### src/rtl/spi_shift_engine.sv
// spi_shift_engine: SPI master shift engine with a single slave select.
// Generates SCLK from clk (half-period = clk_div+1 cycles), shifts one
// D_WIDTH-bit word out on mosi while sampling miso, and reports the received
// word with a one-cycle rx_valid strobe. Continuous mode chains words without
// releasing ss_n.
// Optional feature macro: SPI_SHIFT_LSB_FIRST_EN -- when defined, words are
// shifted out and assembled LSB first; otherwise MSB first in both directions.
module spi_shift_engine #(
    parameter int D_WIDTH = 8
) (
    input  logic               clk,
    input  logic               reset_n,
    input  logic               enable,
    input  logic               cpol,
    input  logic               cpha,
    input  logic               cont,
    input  logic [7:0]         clk_div,
    input  logic [D_WIDTH-1:0] tx_data,
    input  logic               miso,
    output logic               sclk,
    output logic               mosi,
    output logic               ss_n,
    output logic               busy,
    output logic [D_WIDTH-1:0] rx_data,
    output logic               rx_valid
);
    localparam int EW = $clog2(2 * D_WIDTH + 1);
    localparam logic [EW-1:0] LAST_EDGE = EW'(2 * D_WIDTH);
    localparam logic [EW-1:0] EDGE_ONE  = EW'(1);
    localparam logic [EW-1:0] EDGE_ZERO = {EW{1'b0}};

    typedef enum logic [1:0] {
        ST_IDLE  = 2'd0,
        ST_SHIFT = 2'd1,
        ST_TRAIL = 2'd2
    } state_t;

    // Bit that goes on the wire first for a given word.
    function automatic logic first_bit(input logic [D_WIDTH-1:0] w);
`ifdef SPI_SHIFT_LSB_FIRST_EN
        first_bit = w[0];
`else
        first_bit = w[D_WIDTH-1];
`endif
    endfunction

    // Discard the bit just driven so the next one moves into the first position.
    function automatic logic [D_WIDTH-1:0] shift_out(input logic [D_WIDTH-1:0] w);
`ifdef SPI_SHIFT_LSB_FIRST_EN
        shift_out = w >> 1;
`else
        shift_out = w << 1;
`endif
    endfunction

    // Append a received bit in wire order.
    function automatic logic [D_WIDTH-1:0] shift_in(input logic [D_WIDTH-1:0] w, input logic b);
`ifdef SPI_SHIFT_LSB_FIRST_EN
        shift_in = {b, w[D_WIDTH-1:1]};
`else
        shift_in = {w[D_WIDTH-2:0], b};
`endif
    endfunction

    state_t               state_q, state_d;
    logic [7:0]           cnt_q, cnt_d;
    logic [EW-1:0]        edge_q, edge_d;
    logic [7:0]           div_q, div_d;
    logic                 cpha_q, cpha_d;
    logic                 cont_q, cont_d;
    logic [D_WIDTH-1:0]   tx_sr_q, tx_sr_d;
    logic [D_WIDTH-1:0]   rx_sr_q, rx_sr_d;
    logic                 sclk_q, sclk_d;
    logic                 mosi_q, mosi_d;
    logic                 ss_n_q, ss_n_d;
    logic                 busy_q, busy_d;
    logic [D_WIDTH-1:0]   rx_data_q, rx_data_d;
    logic                 rx_valid_q, rx_valid_d;

    logic                 wrap_s;
    logic                 edge_now_s;
    logic [EW-1:0]        edge_num_s;
    logic                 load_s;

    // Next-state and datapath logic for the idle, shifting and trailing phases.
    always_comb begin
        state_d    = state_q;
        cnt_d      = cnt_q;
        edge_d     = edge_q;
        div_d      = div_q;
        cpha_d     = cpha_q;
        cont_d     = cont_q;
        tx_sr_d    = tx_sr_q;
        rx_sr_d    = rx_sr_q;
        sclk_d     = sclk_q;
        mosi_d     = mosi_q;
        ss_n_d     = ss_n_q;
        busy_d     = busy_q;
        rx_data_d  = rx_data_q;
        rx_valid_d = 1'b0;
        wrap_s     = (cnt_q == div_q);
        edge_now_s = 1'b0;
        edge_num_s = edge_q + EDGE_ONE;
        load_s     = 1'b0;

        case (state_q)
            ST_IDLE: begin
                // sclk tracks cpol through its own register while idle.
                sclk_d = cpol;
                ss_n_d = 1'b1;
                busy_d = 1'b0;
                cnt_d  = 8'd0;
                edge_d = EDGE_ZERO;
                if (enable) begin
                    state_d = ST_SHIFT;
                    ss_n_d  = 1'b0;
                    busy_d  = 1'b1;
                    div_d   = clk_div;
                    cpha_d  = cpha;
                    cont_d  = cont;
                    load_s  = 1'b1;
                end else begin
                    state_d = ST_IDLE;
                end
            end
            ST_SHIFT: begin
                if (wrap_s) begin
                    cnt_d = 8'd0;
                end else begin
                    cnt_d = cnt_q + 8'd1;
                end
                if (edge_q == LAST_EDGE) begin
                    rx_data_d  = rx_sr_q;
                    rx_valid_d = 1'b1;
                    if (cont_q && enable) begin
                        // Chain the next word; the half-period counter keeps running
                        // so its first edge lands one half-period after the last one.
                        cont_d     = cont;
                        load_s     = 1'b1;
                        edge_num_s = EDGE_ONE;
                        if (wrap_s) begin
                            edge_now_s = 1'b1;
                            sclk_d     = ~sclk_q;
                            edge_d     = EDGE_ONE;
                        end else begin
                            edge_d = EDGE_ZERO;
                        end
                    end else begin
                        state_d = ST_TRAIL;
                        cnt_d   = 8'd0;
                        edge_d  = EDGE_ZERO;
                    end
                end else if (wrap_s) begin
                    edge_now_s = 1'b1;
                    sclk_d     = ~sclk_q;
                    edge_d     = edge_num_s;
                end else begin
                    edge_d = edge_q;
                end
            end
            ST_TRAIL: begin
                if (wrap_s) begin
                    state_d = ST_IDLE;
                    ss_n_d  = 1'b1;
                    busy_d  = 1'b0;
                    cnt_d   = 8'd0;
                end else begin
                    cnt_d = cnt_q + 8'd1;
                end
            end
            default: begin
                state_d = ST_IDLE;
                ss_n_d  = 1'b1;
                busy_d  = 1'b0;
                cnt_d   = 8'd0;
                edge_d  = EDGE_ZERO;
            end
        endcase

        // With cpha=1 the first drive edge re-presents bit 0, so keep it in the register.
        if (load_s) begin
            mosi_d = first_bit(tx_data);
            if (cpha_d) begin
                tx_sr_d = tx_data;
            end else begin
                tx_sr_d = shift_out(tx_data);
            end
        end else begin
            tx_sr_d = tx_sr_q;
        end

        if (edge_now_s) begin
            if (edge_num_s[0] ^ cpha_q) begin
                rx_sr_d = shift_in(rx_sr_q, miso);
            end else if (edge_num_s != LAST_EDGE) begin
                mosi_d  = first_bit(tx_sr_d);
                tx_sr_d = shift_out(tx_sr_d);
            end else if (cont_q && enable) begin
                // Present the next word's first bit a half-period ahead of its leading edge.
                mosi_d = first_bit(tx_data);
            end else begin
                mosi_d = mosi_q;
            end
        end else begin
            rx_sr_d = rx_sr_q;
        end
    end

    // State and output registers; reset aborts any transfer immediately.
    always_ff @(posedge clk or negedge reset_n) begin
        if (!reset_n) begin
            state_q    <= ST_IDLE;
            cnt_q      <= 8'd0;
            edge_q     <= EDGE_ZERO;
            div_q      <= 8'd0;
            cpha_q     <= 1'b0;
            cont_q     <= 1'b0;
            tx_sr_q    <= {D_WIDTH{1'b0}};
            rx_sr_q    <= {D_WIDTH{1'b0}};
            sclk_q     <= 1'b0;
            mosi_q     <= 1'b0;
            ss_n_q     <= 1'b1;
            busy_q     <= 1'b0;
            rx_data_q  <= {D_WIDTH{1'b0}};
            rx_valid_q <= 1'b0;
        end else begin
            state_q    <= state_d;
            cnt_q      <= cnt_d;
            edge_q     <= edge_d;
            div_q      <= div_d;
            cpha_q     <= cpha_d;
            cont_q     <= cont_d;
            tx_sr_q    <= tx_sr_d;
            rx_sr_q    <= rx_sr_d;
            sclk_q     <= sclk_d;
            mosi_q     <= mosi_d;
            ss_n_q     <= ss_n_d;
            busy_q     <= busy_d;
            rx_data_q  <= rx_data_d;
            rx_valid_q <= rx_valid_d;
        end
    end

    assign sclk     = sclk_q;
    assign mosi     = mosi_q;
    assign ss_n     = ss_n_q;
    assign busy     = busy_q;
    assign rx_data  = rx_data_q;
    assign rx_valid = rx_valid_q;

endmodule

### config.mk
export PLATFORM = sky130hd
export DESIGN_NAME = spi_shift_engine
export DESIGN_NICKNAME = d
export VERILOG_FILES = /design/src/rtl/spi_shift_engine.sv
export SDC_FILE = /design/constraint.sdc
export NUM_CORES = 1
export LEC_CHECK = 0
export ABC_AREA = 1
export BUFFER_PORTS_ARGS = -buffer_cell sky130_fd_sc_hd__buf_2
export CORE_UTILIZATION = 30
export CTS_BUF_LIST = sky130_fd_sc_hd__clkbuf_8
export CTS_CLUSTER_DIAMETER = 120
export DETAILED_ROUTE_END_ITERATION = 12
export PLACE_DENSITY = 0.52
export SYNTH_ARGS = -nofsm -noshare
export SYNTH_HDL_FRONTEND = slang
export SYNTH_SLANG_ARGS = --single-unit
export TNS_END_PERCENT = 20
### constraint.sdc
create_clock -name clk -period 1.7 [get_ports clk]
set_input_delay 0.34 -clock clk [delete_from_list [all_inputs] [get_ports clk]]
set_output_delay 0.34 -clock clk [all_outputs]
set_load 0.005 [all_outputs]
==> impl_metrics.yaml, run 1 <==
run_status:
  outcome: "finished, violations left"
  violations: "DRC"
timing:
  fin_tns_setup_ps: 0
  drv_slew: 0
  share_of_the_clock_period_used_by_the_worst_path_after_layout: 0.993
  timing.fmax_mhz: 592
  finClkSkew_ps: 14.2
  report.final.setup_viol: 0
  grt_setup_unrepaired: "yes"
  timing.final.crit_period_ps: 1690
  worstMarginPinSlew_ps: 311
  finalHoldViolations: 0
  slew_limit_headroom: 0.793
critical_path:
  critical_path.cell_chain: "ha_2 -> inv_2 -> nand2_2 -> a21oi_4 -> nand3_4 -> nor2_4 -> buf_6 -> nor2_8 -> buf_12 -> nand2_1 -> nand2_1"
  worstSetupPathDepth: 11
  cp-end-kind: "register"
  critPathKind: "reg2reg"
  timing.critical_path.buf_inv: 3
  timing.critical_path.slowest_cell_delay_ps: 420
  critical_path.startpoint_type: "register"
  worst_setup_path_endpoint: "tx_sr_q[5]"
  crit-reg2reg-launch: "edge_q[0]"
  cpLargestDelayFamily: "simple AND/OR/NAND/NOR gates"
  critical_path.reg2reg.endpoint: "tx_sr_q[5]"
  timing.critical_path.required_ps: 1910
  ff2ff_path_depth: 11
  rrSetupSlack_ps: 10
  critPathSlowestCell: "sky130_fd_sc_hd__dfrtp_1"
  cp_common_cell: "sky130_fd_sc_hd__nand2_1"
  crit_path_start: "edge_q[0]"
  crit_arrival_ps: 1900
  worstPathMaxFanout: 5
yosys:
  leading_area_contributor_after_synthesis: "sky130_fd_sc_hd__dfrtp_1"
  synth_ff_type: "sky130_fd_sc_hd__dfrtp_1"
  syn-num-nets: 366
  yosysSeqAreaShare: 0.489
  ys_warn_count: 0
  post_synth_most_frequent_cells: "sky130_fd_sc_hd__nand2_1, sky130_fd_sc_hd__dfrtp_1, sky130_fd_sc_hd__inv_1"
  synth_cell_types: 34
  synth-seq-cells: 54
  post_synth_edffs: 0
  netlist_top_cells_area: "sky130_fd_sc_hd__dfrtp_1, sky130_fd_sc_hd__nand2_1, sky130_fd_sc_hd__o21ai_0, sky130_fd_sc_hd__inv_1, sky130_fd_sc_hd__ha_1"
  synthMostInstantiatedCell: "sky130_fd_sc_hd__nand2_1"
  postSynth.asyncResetShare: 1.00
  area_of_the_mapped_netlist_mm2: 0.00277
  synthDominantCellAreaShare: 0.479
  postSynthAreaPerCell_um2: 8.21
  synth_cells: 337
clock_network:
  clock_latency_ps: 310
  h-tree-depth: 2
  clock_edge_transition_at_the_registers_on_the_reported_setup_and_hold_paths_ps: 110
  max-clock-path-buffers: 2
  cts_inserted_buffers: 5
  clkSinkCount: 54
  cts_tree: "built"
  ctsRootBufferMaster: "sky130_fd_sc_hd__clkbuf_8"
die:
  rows: 34
  die_area_mm2: 0.00961
  fp.coreArea_mm2: 0.00881
  initial_core_util: 0.314
  die_width_um: 98.1
  num_io_pins: 36
  floorplan.die.height_um: 98.1
routing:
  detail_route.iter0.violations: 91
  ant_nets: 0
  routedWlPerCell_um: 11.8
  post-route-drc-count: 1
  viasPerCell: 4.42
  dr.pass1.iters: 8
  totalWireLength_um: 6150
  vias: 2310
hold_path:
  class_of_the_tightest_hold_or_removal_check: "in2async"
power:
  cellPowerDensity_mw_per_mm2: 1360
  total_power_mw: 4.94
  vdd_ir_drop_max_v: 0.000419
  power.leakage_nw: 1.81
finish:
  post-route-cell-area_mm2: 0.00364
  area.sequential_mm2: 0.00135
  antennaDiodeCount: 0
  syn2layout_area_growth_pct: 31.6
  fill_cells: 872
  layout-drive-gt1-share: 0.340
  multi_input_comb_area_mm2: 0.00139
  final-instance-count-excl-fill: 523
  utilization: 0.413
  finalNetCount: 443
place:
  post_dp_cell_area_mm2: 0.00326
  globalplace.congestion: 0.832
  place.port_buffers: 35
  place.detailed.instances: 502
  dpl.hpwl_um: 4380
global_route:
  global_route.usage.total: 0.130
  initial_antenna_violation_count: 0
  via_count_of_the_first_global_routing_pass: 2137
  global_route.overflow_total: 0
  maximum_number_of_pins_on_one_net_before_global_route_repair: 55
  wire_length_of_the_first_global_routing_pass_um: 10100
job:
  maxCapViolations: 0
[worst reg2reg max path, delay by kind of cell (launching register included)]
family	cells	cell delay, ps
compound gates	1	190
fa+ha+maj	1	220
buf+inv	3	290
flops	1	420
simple gates	6	440
[sequential cells by signal, indices dropped and copies added, names as in the netlist, 2 cells and up]
signal,flops
rx_data,8
state_q,2
tx_sr_q,8
div_q,8
rx_sr_q,8
edge_q,5
cnt_q,8
[metal layers]
metal | track usage | part of all wire | wire length [um]
met5 | 0 | 0 | 0
met3 | 0.0208 | 0.025 | 155
met4 | 0.0408 | 0.016 | 97
met1 | 0.183 | 0.51 | 3110
met2 | 0.204 | 0.45 | 2780
[worst min-delay path by stage]
stage          slack, ps  endpoint  cells after the start
6_report               8      busy                      2
5_1_grt               20  div_q[1]                      2
4_1_cts               20  div_q[1]                      2
3_5_place_dp         360      busy                      2
3_3_place_gp         360      busy                      2
2_1_floorplan         40      busy                      0
[metrics by stage]
step | hold WS, ps | setup WS, ps
after floorplan | 44.4 | 11.5
after global placement | 361 | 4.10
after detailed placement | 365 | -28.4
after CTS | 16.3 | 4.23
after global routing | 23.1 | -102
final | 8.42 | 11.7
[power breakdown]
group | internal [mW] | leakage (nW) | switching [mW]
combinational | 0.981 | 1.05 | 1.23
clock | 0.448 | 0.0587 | 0.456
sequential | 1.62 | 0.704 | 0.212
total | 3.05 | 1.81 | 1.89
[placed cells by master, fill, tap and decap left out, drive strengths merged, types with 6 or more instances in the layout]
master	count
buf	73
nand2	124
nand3	15
ha	6
dfrtp	53
inv	41
o21ai	40
nor2	26
nand4	6
[cells by family after synthesis]
family / count (synthesis) / share of synthesized area
AND/OR/NAND/NOR: 175 / 0.288
flip-flops: 54 / 0.489
AO/OA/AOI/OAI: 50 / 0.104
buffers and inverters: 43 / 0.0628
XOR/XNOR: 8 / 0.0253
adder cells (fa/ha/maj): 6 / 0.0271
multiplexers: 1 / 0.00407
[what timing repair did]
item / 4_1_cts / 5_1_grt
setup buffers: 1 / 12
endpoints found under the setup margin: 9 / 36
resized for setup: 7 / 41
pin swaps: 4 / 19
hold endpoints to repair: 0 / 0
hold buffers: 0 / 0
[layout make-up]
class | count | share of cell area
tap | 108 | 0.0371
clock buffer | 5 | 0.0189
sequential | 54 | 0.372
timing repair buffer | 73 | 0.135
inverter | 40 | 0.0433
clock inverter | 3 | 0.0131
multi-input combinational | 240 | 0.380
Power figures use the tool's default switching activity.
==> run 2, diff against run 1 <==
Settings changed: GPL_TIMING_DRIVEN set to 0.
==> impl_metrics.yaml, run 2 (same netlist as run 1, synthesis figures left out) <==
finish:
  fill_cells: 886
  antennaDiodeCount: 0
  syn2layout_area_growth_pct: 28.6
  utilization: 0.404
  post-route-cell-area_mm2: 0.00356
  area.sequential_mm2: 0.00136
  layout_commonest_cell: "sky130_fd_sc_hd__nand2_1"
  finalNetCount: 426
  layout.cells.most_common_list: "sky130_fd_sc_hd__nand2_1, sky130_fd_sc_hd__dfrtp_1, sky130_fd_sc_hd__buf_2, sky130_fd_sc_hd__inv_1, sky130_fd_sc_hd__o21ai_0"
  multi_input_comb_area_mm2: 0.00143
  layout-drive-gt1-share: 0.317
critical_path:
  worst_setup_path_endpoint: "mosi"
  crit_path_start: "state_q[0]"
  critical_path.startpoint_type: "register"
  critical_path.reg2reg.endpoint: "mosi"
  cp-end-kind: "register"
  crit-reg2reg-launch: "state_q[0]"
  crit_arrival_ps: 1940
  worstPathMaxFanout: 5
  ff2ff_path_depth: 14
  rrSetupSlack_ps: -30
  timing.critical_path.required_ps: 1910
  critPathKind: "reg2reg"
routing:
  detail_route.iter0.violations: 129
  totalWireLength_um: 6340
  vias: 2328
  viasPerCell: 4.60
  post-route-drc-count: 1
  ant_nets: 0
  routedWlPerCell_um: 12.5
  dr.pass1.iters: 8
place:
  globalplace.congestion: 0.756
  dpl.hpwl_um: 4200
  place.port_buffers: 35
  preCtsSetupSlack_ps: -215
  post_dp_cell_area_mm2: 0.00308
clock_network:
  cts_inserted_buffers: 5
  h-tree-depth: 2
  max-clock-path-buffers: 2
  hold_buffers: 0
  ctsRootBufferMaster: "sky130_fd_sc_hd__clkbuf_8"
  clock_latency_ps: 310
  clock_edge_transition_at_the_registers_on_the_reported_setup_and_hold_paths_ps: 100
  clkSinkCount: 54
  cts_tree: "built"
timing:
  final_critical_path_setup_slack_ps: -28.3
  fin_tns_setup_ps: -66.2
  report.final.setup_viol: 6
  finClkSkew_ps: 9.16
  finalHoldViolations: 0
  share_of_the_clock_period_used_by_the_worst_path_after_layout: 1.02
  slew_limit_headroom: 0.536
  worstMarginPinSlew_ps: 696
  timing.final.crit_period_ps: 1730
  drv_slew: 0
  grt_setup_unrepaired: "yes"
  timing.fmax_mhz: 579
global_route:
  global_route.usage.total: 0.143
  wire_length_of_the_first_global_routing_pass_um: 11100
  global_route.overflow_total: 0
  via_count_of_the_first_global_routing_pass: 2363
  maximum_number_of_pins_on_one_net_before_global_route_repair: 55
  initial_antenna_violation_count: 0
run_status:
  violations: "DRC, setup timing"
  outcome: "finished, violations left"
power:
  total_power_mw: 4.81
  power.leakage_nw: 1.74
  vdd_ir_drop_max_v: 0.000480
  cellPowerDensity_mw_per_mm2: 1350
die:
  rows: 34
  die_area_mm2: 0.00961
  floorplan.die.height_um: 98.1
  initial_core_util: 0.314
  num_io_pins: 36
  fp.coreArea_mm2: 0.00881
  die_width_um: 98.1
hold_path:
  class_of_the_tightest_hold_or_removal_check: "in2async"
job:
  maxCapViolations: 0
[run 2: cell count changes in the layout (fill, tap and decap cells not counted), moves of 4 or more]
cell                      change
sky130_fd_sc_hd__inv_2        -5
sky130_fd_sc_hd__buf_4       -18
sky130_fd_sc_hd__nand2_2      -5
sky130_fd_sc_hd__o21ai_1      -5
sky130_fd_sc_hd__inv_4        +4
[run 2: area by class of cell]
cell class / instances / area share
Timing Repair Buffer: 53 / 0.0960
Sequential cell: 54 / 0.381
Clock buffer: 5 / 0.0193
Buffer: 2 / 0.00422
Clock inverter: 3 / 0.0116
Timing Repair inverter: 1 / 0.00141
Tap cell: 108 / 0.0380
Multi-Input combinational cell: 240 / 0.401
Inverter: 40 / 0.0467
[run 2: worst min-delay path by stage]
stage	startpoint	to	slack [ps]
floorplan	reset_n	busy	40
global placement	busy	busy	460
detailed placement	busy	busy	470
CTS	clk_div[3]	div_q[3]	220
global route	reset_n	busy	130
finish	reset_n	div_q[3]	80
[run 2: worst max-delay path: stages, from the launching register on]
cell and delay, ps:
sky130_fd_sc_hd__dfrtp_2 450, sky130_fd_sc_hd__inv_2 90, sky130_fd_sc_hd__ha_4 140, sky130_fd_sc_hd__nand2_4 110, sky130_fd_sc_hd__nand2_2 100, sky130_fd_sc_hd__o21ai_4 60
sky130_fd_sc_hd__buf_4 150, sky130_fd_sc_hd__nand2_1 50, sky130_fd_sc_hd__nand2_1 50, sky130_fd_sc_hd__nand2_1 70, sky130_fd_sc_hd__nand2_2 70, sky130_fd_sc_hd__nand3_1 80
sky130_fd_sc_hd__nand3_1 70, sky130_fd_sc_hd__nand2_1 80, sky130_fd_sc_hd__nand2_1 50
[run 2: metrics by stage]
step / hold slack (ps) / cells
6_report: 77.3 / 506
5_1_grt: 128 / 506
4_1_cts: 220 / 502
3_5_place_dp: 469 / 480
3_3_place_gp: 465 / 480
2_1_floorplan: 44.4 / 337
[run 2: repair_timing]
| action | 4_1_cts | 5_1_grt |
|---|---|---|
| pin swaps | 19 | 15 |
| cloned | 0 | 1 |
| setup buffers | 14 | 4 |
| hold endpoints to repair | 0 | 0 |
| gates resized for setup | 30 | 26 |
| endpoints found under the setup margin | 34 | 45 |
[run 2: routing by layer]
layer,vias up,wire length [um],global-route usage
met5,-,0,0
met4,0,94,0.0431
met3,7,191,0.0301
met2,32,3110,0.245
met1,1094,2950,0.180
li1,1195,-,-
[run 2: where the power goes]
part | total [mW] | switching [mW] | internal, mW
clock | 0.863 | 0.429 | 0.434
sequential | 1.84 | 0.215 | 1.62
combinational | 2.11 | 1.25 | 0.858
total | 4.81 | 1.89 | 2.91
==> run 3, diff against run 2 <==
Settings changed: PLACE_DENSITY 0.52 to 0.59.
==> impl_metrics.yaml, run 3 (same netlist as run 1, synthesis figures left out) <==
clock_network:
  clock_latency_ps: 300
  cts_tree: "built"
  clock_edge_transition_at_the_registers_on_the_reported_setup_and_hold_paths_ps: 100
  max-clock-path-buffers: 2
  cts_inserted_buffers: 5
  clkSinkCount: 54
  h-tree-depth: 2
  ctsRootBufferMaster: "sky130_fd_sc_hd__clkbuf_8"
die:
  floorplan.die.height_um: 98.1
  initial_core_util: 0.314
  fp.coreArea_mm2: 0.00881
  die_area_mm2: 0.00961
  rows: 34
  die_width_um: 98.1
  num_io_pins: 36
global_route:
  wire_length_of_the_first_global_routing_pass_um: 9870
  initial_antenna_violation_count: 0
  maximum_number_of_pins_on_one_net_before_global_route_repair: 55
  via_count_of_the_first_global_routing_pass: 2200
  global_route.usage.total: 0.126
  global_route.overflow_total: 0
critical_path:
  timing.critical_path.required_ps: 1910
  critPathKind: "reg2reg"
  rrSetupSlack_ps: -30
  cp-end-kind: "register"
  critical_path.reg2reg.endpoint: "tx_sr_q[6]"
  ff2ff_path_depth: 13
  critical_path.startpoint_type: "register"
  worstPathMaxFanout: 8
  crit_arrival_ps: 1930
  crit-reg2reg-launch: "edge_q[0]"
power:
  p_int_mw: 2.75
  power.leakage_nw: 1.69
  netSwitchingFraction: 0.400
  power_frac_comb: 0.435
  power.sequential.fraction: 0.398
  vdd_ir_drop_max_v: 0.000522
  switching_power_mw: 1.84
  cellPowerDensity_mw_per_mm2: 1330
  power.share.clock: 0.166
timing:
  timing.final.crit_period_ps: 1730
  worstMarginPinSlew_ps: 687
  final_critical_path_setup_slack_ps: -25.8
  drv_slew: 0
  finClkSkew_ps: 13.3
  finalHoldViolations: 0
  slew_limit_headroom: 0.542
  timing.fmax_mhz: 579
  holdWs_ps: 70.6
  report.final.setup_viol: 10
  grt_setup_unrepaired: "yes"
  share_of_the_clock_period_used_by_the_worst_path_after_layout: 1.02
routing:
  totalWireLength_um: 6030
  viasPerCell: 4.62
  vias: 2312
  dr.pass1.iters: 9
  post-route-drc-count: 1
  detail_route.iter0.violations: 110
  routedWlPerCell_um: 12.1
  ant_nets: 0
place:
  globalplace.congestion: 0.787
  post_dp_cell_area_mm2: 0.00308
  dpl.hpwl_um: 4070
  place.port_buffers: 35
hold_path:
  class_of_the_tightest_hold_or_removal_check: "in2async"
finish:
  utilization: 0.391
  finalNetCount: 420
  layout.cells.most_common_list: "sky130_fd_sc_hd__nand2_1, sky130_fd_sc_hd__dfrtp_1, sky130_fd_sc_hd__buf_2, sky130_fd_sc_hd__inv_1, sky130_fd_sc_hd__o21ai_0"
  antennaDiodeCount: 0
  syn2layout_area_growth_pct: 24.3
  post-route-cell-area_mm2: 0.00344
  layout_commonest_cell: "sky130_fd_sc_hd__nand2_1"
  layout-drive-gt1-share: 0.293
  fill_cells: 860
run_status:
  violations: "DRC, setup timing"
  outcome: "finished, violations left"
job:
  maxCapViolations: 0
[run 3: metrics by stage]
step / power [mW] / std cells / setup WS (ps) / setup TNS (ps)
after detailed placement: 3.43 / 480 / -217 / -5470
after global routing: 4.95 / 500 / -152 / -2640
after floorplan: 3.03 / 337 / 11.5 / 0
after CTS: 4.51 / 499 / -44.9 / -55.5
final: 4.59 / 500 / -25.8 / -183
after global placement: 3.40 / 480 / -201 / -4810
[run 3: worst max-delay path, cell delays in order, from the launching register on]
cell	delay [ps]
sky130_fd_sc_hd__dfrtp_2	460
sky130_fd_sc_hd__inv_2	90
sky130_fd_sc_hd__ha_4	160
sky130_fd_sc_hd__nand2_2	70
sky130_fd_sc_hd__nor2_4	110
sky130_fd_sc_hd__nand2_4	100
sky130_fd_sc_hd__nand3_4	80
sky130_fd_sc_hd__nand2_4	70
sky130_fd_sc_hd__inv_2	70
sky130_fd_sc_hd__nand2_4	60
sky130_fd_sc_hd__nor2_8	170
sky130_fd_sc_hd__inv_6	80
sky130_fd_sc_hd__nand2_1	60
sky130_fd_sc_hd__nand2_1	50
[run 3: layout make-up]
| cell class | instances | area (um^2) | area share |
|---|---|---|---|
| repair buffers | 47 | 272 | 0.0789 |
| inverters | 40 | 168 | 0.0487 |
| well taps | 108 | 135 | 0.0393 |
| clock buffers | 6 | 82.6 | 0.0240 |
| plain buffers | 3 | 27.5 | 0.00800 |
| multi-input cells | 240 | 1380 | 0.402 |
| clock inverters | 2 | 16.3 | 0.00473 |
| flip-flops and latches | 54 | 1360 | 0.394 |
[run 3: what timing repair did]
item,4_1_cts,5_1_grt
pin swaps,14,8
buffers inserted,11,1
setup endpoints to repair,35,43
gates resized for setup,29,25
hold buffers,0,0
[run 3: worst max-delay path by stage]
| stage | startpoint | end | slack (ps) | cells past startpoint |
|---|---|---|---|---|
| after CTS | edge_q[0] | mosi | -40 | 10 |
| final | edge_q[0] | tx_sr_q[6] | -30 | 13 |
| after global routing | edge_q[0] | tx_sr_q[6] | -150 | 13 |
| after detailed placement | edge_q[0] | tx_sr_q[2] | -220 | 12 |
| after floorplan | state_q[1] | tx_sr_q[1] | 10 | 13 |
| after global placement | state_q[0] | mosi | -200 | 13 |
[run 3: per-layer routing]
layer,up-vias,GRT usage,share of wire
li1,1175,-,-
met1,1080,0.161,0.45
met2,44,0.213,0.50
met3,13,0.0229,0.026
met4,0,0.0466,0.023
met5,-,0,0
[run 3: power groups by stage]
stage,Sequential (mW),Combinational (mW),Clock (mW)
finish,1.83,2.00,0.763
global route,1.86,2.24,0.847
CTS,1.82,1.88,0.809
detailed placement,1.83,1.60,0
global placement,1.83,1.57,0
floorplan,1.79,1.24,0
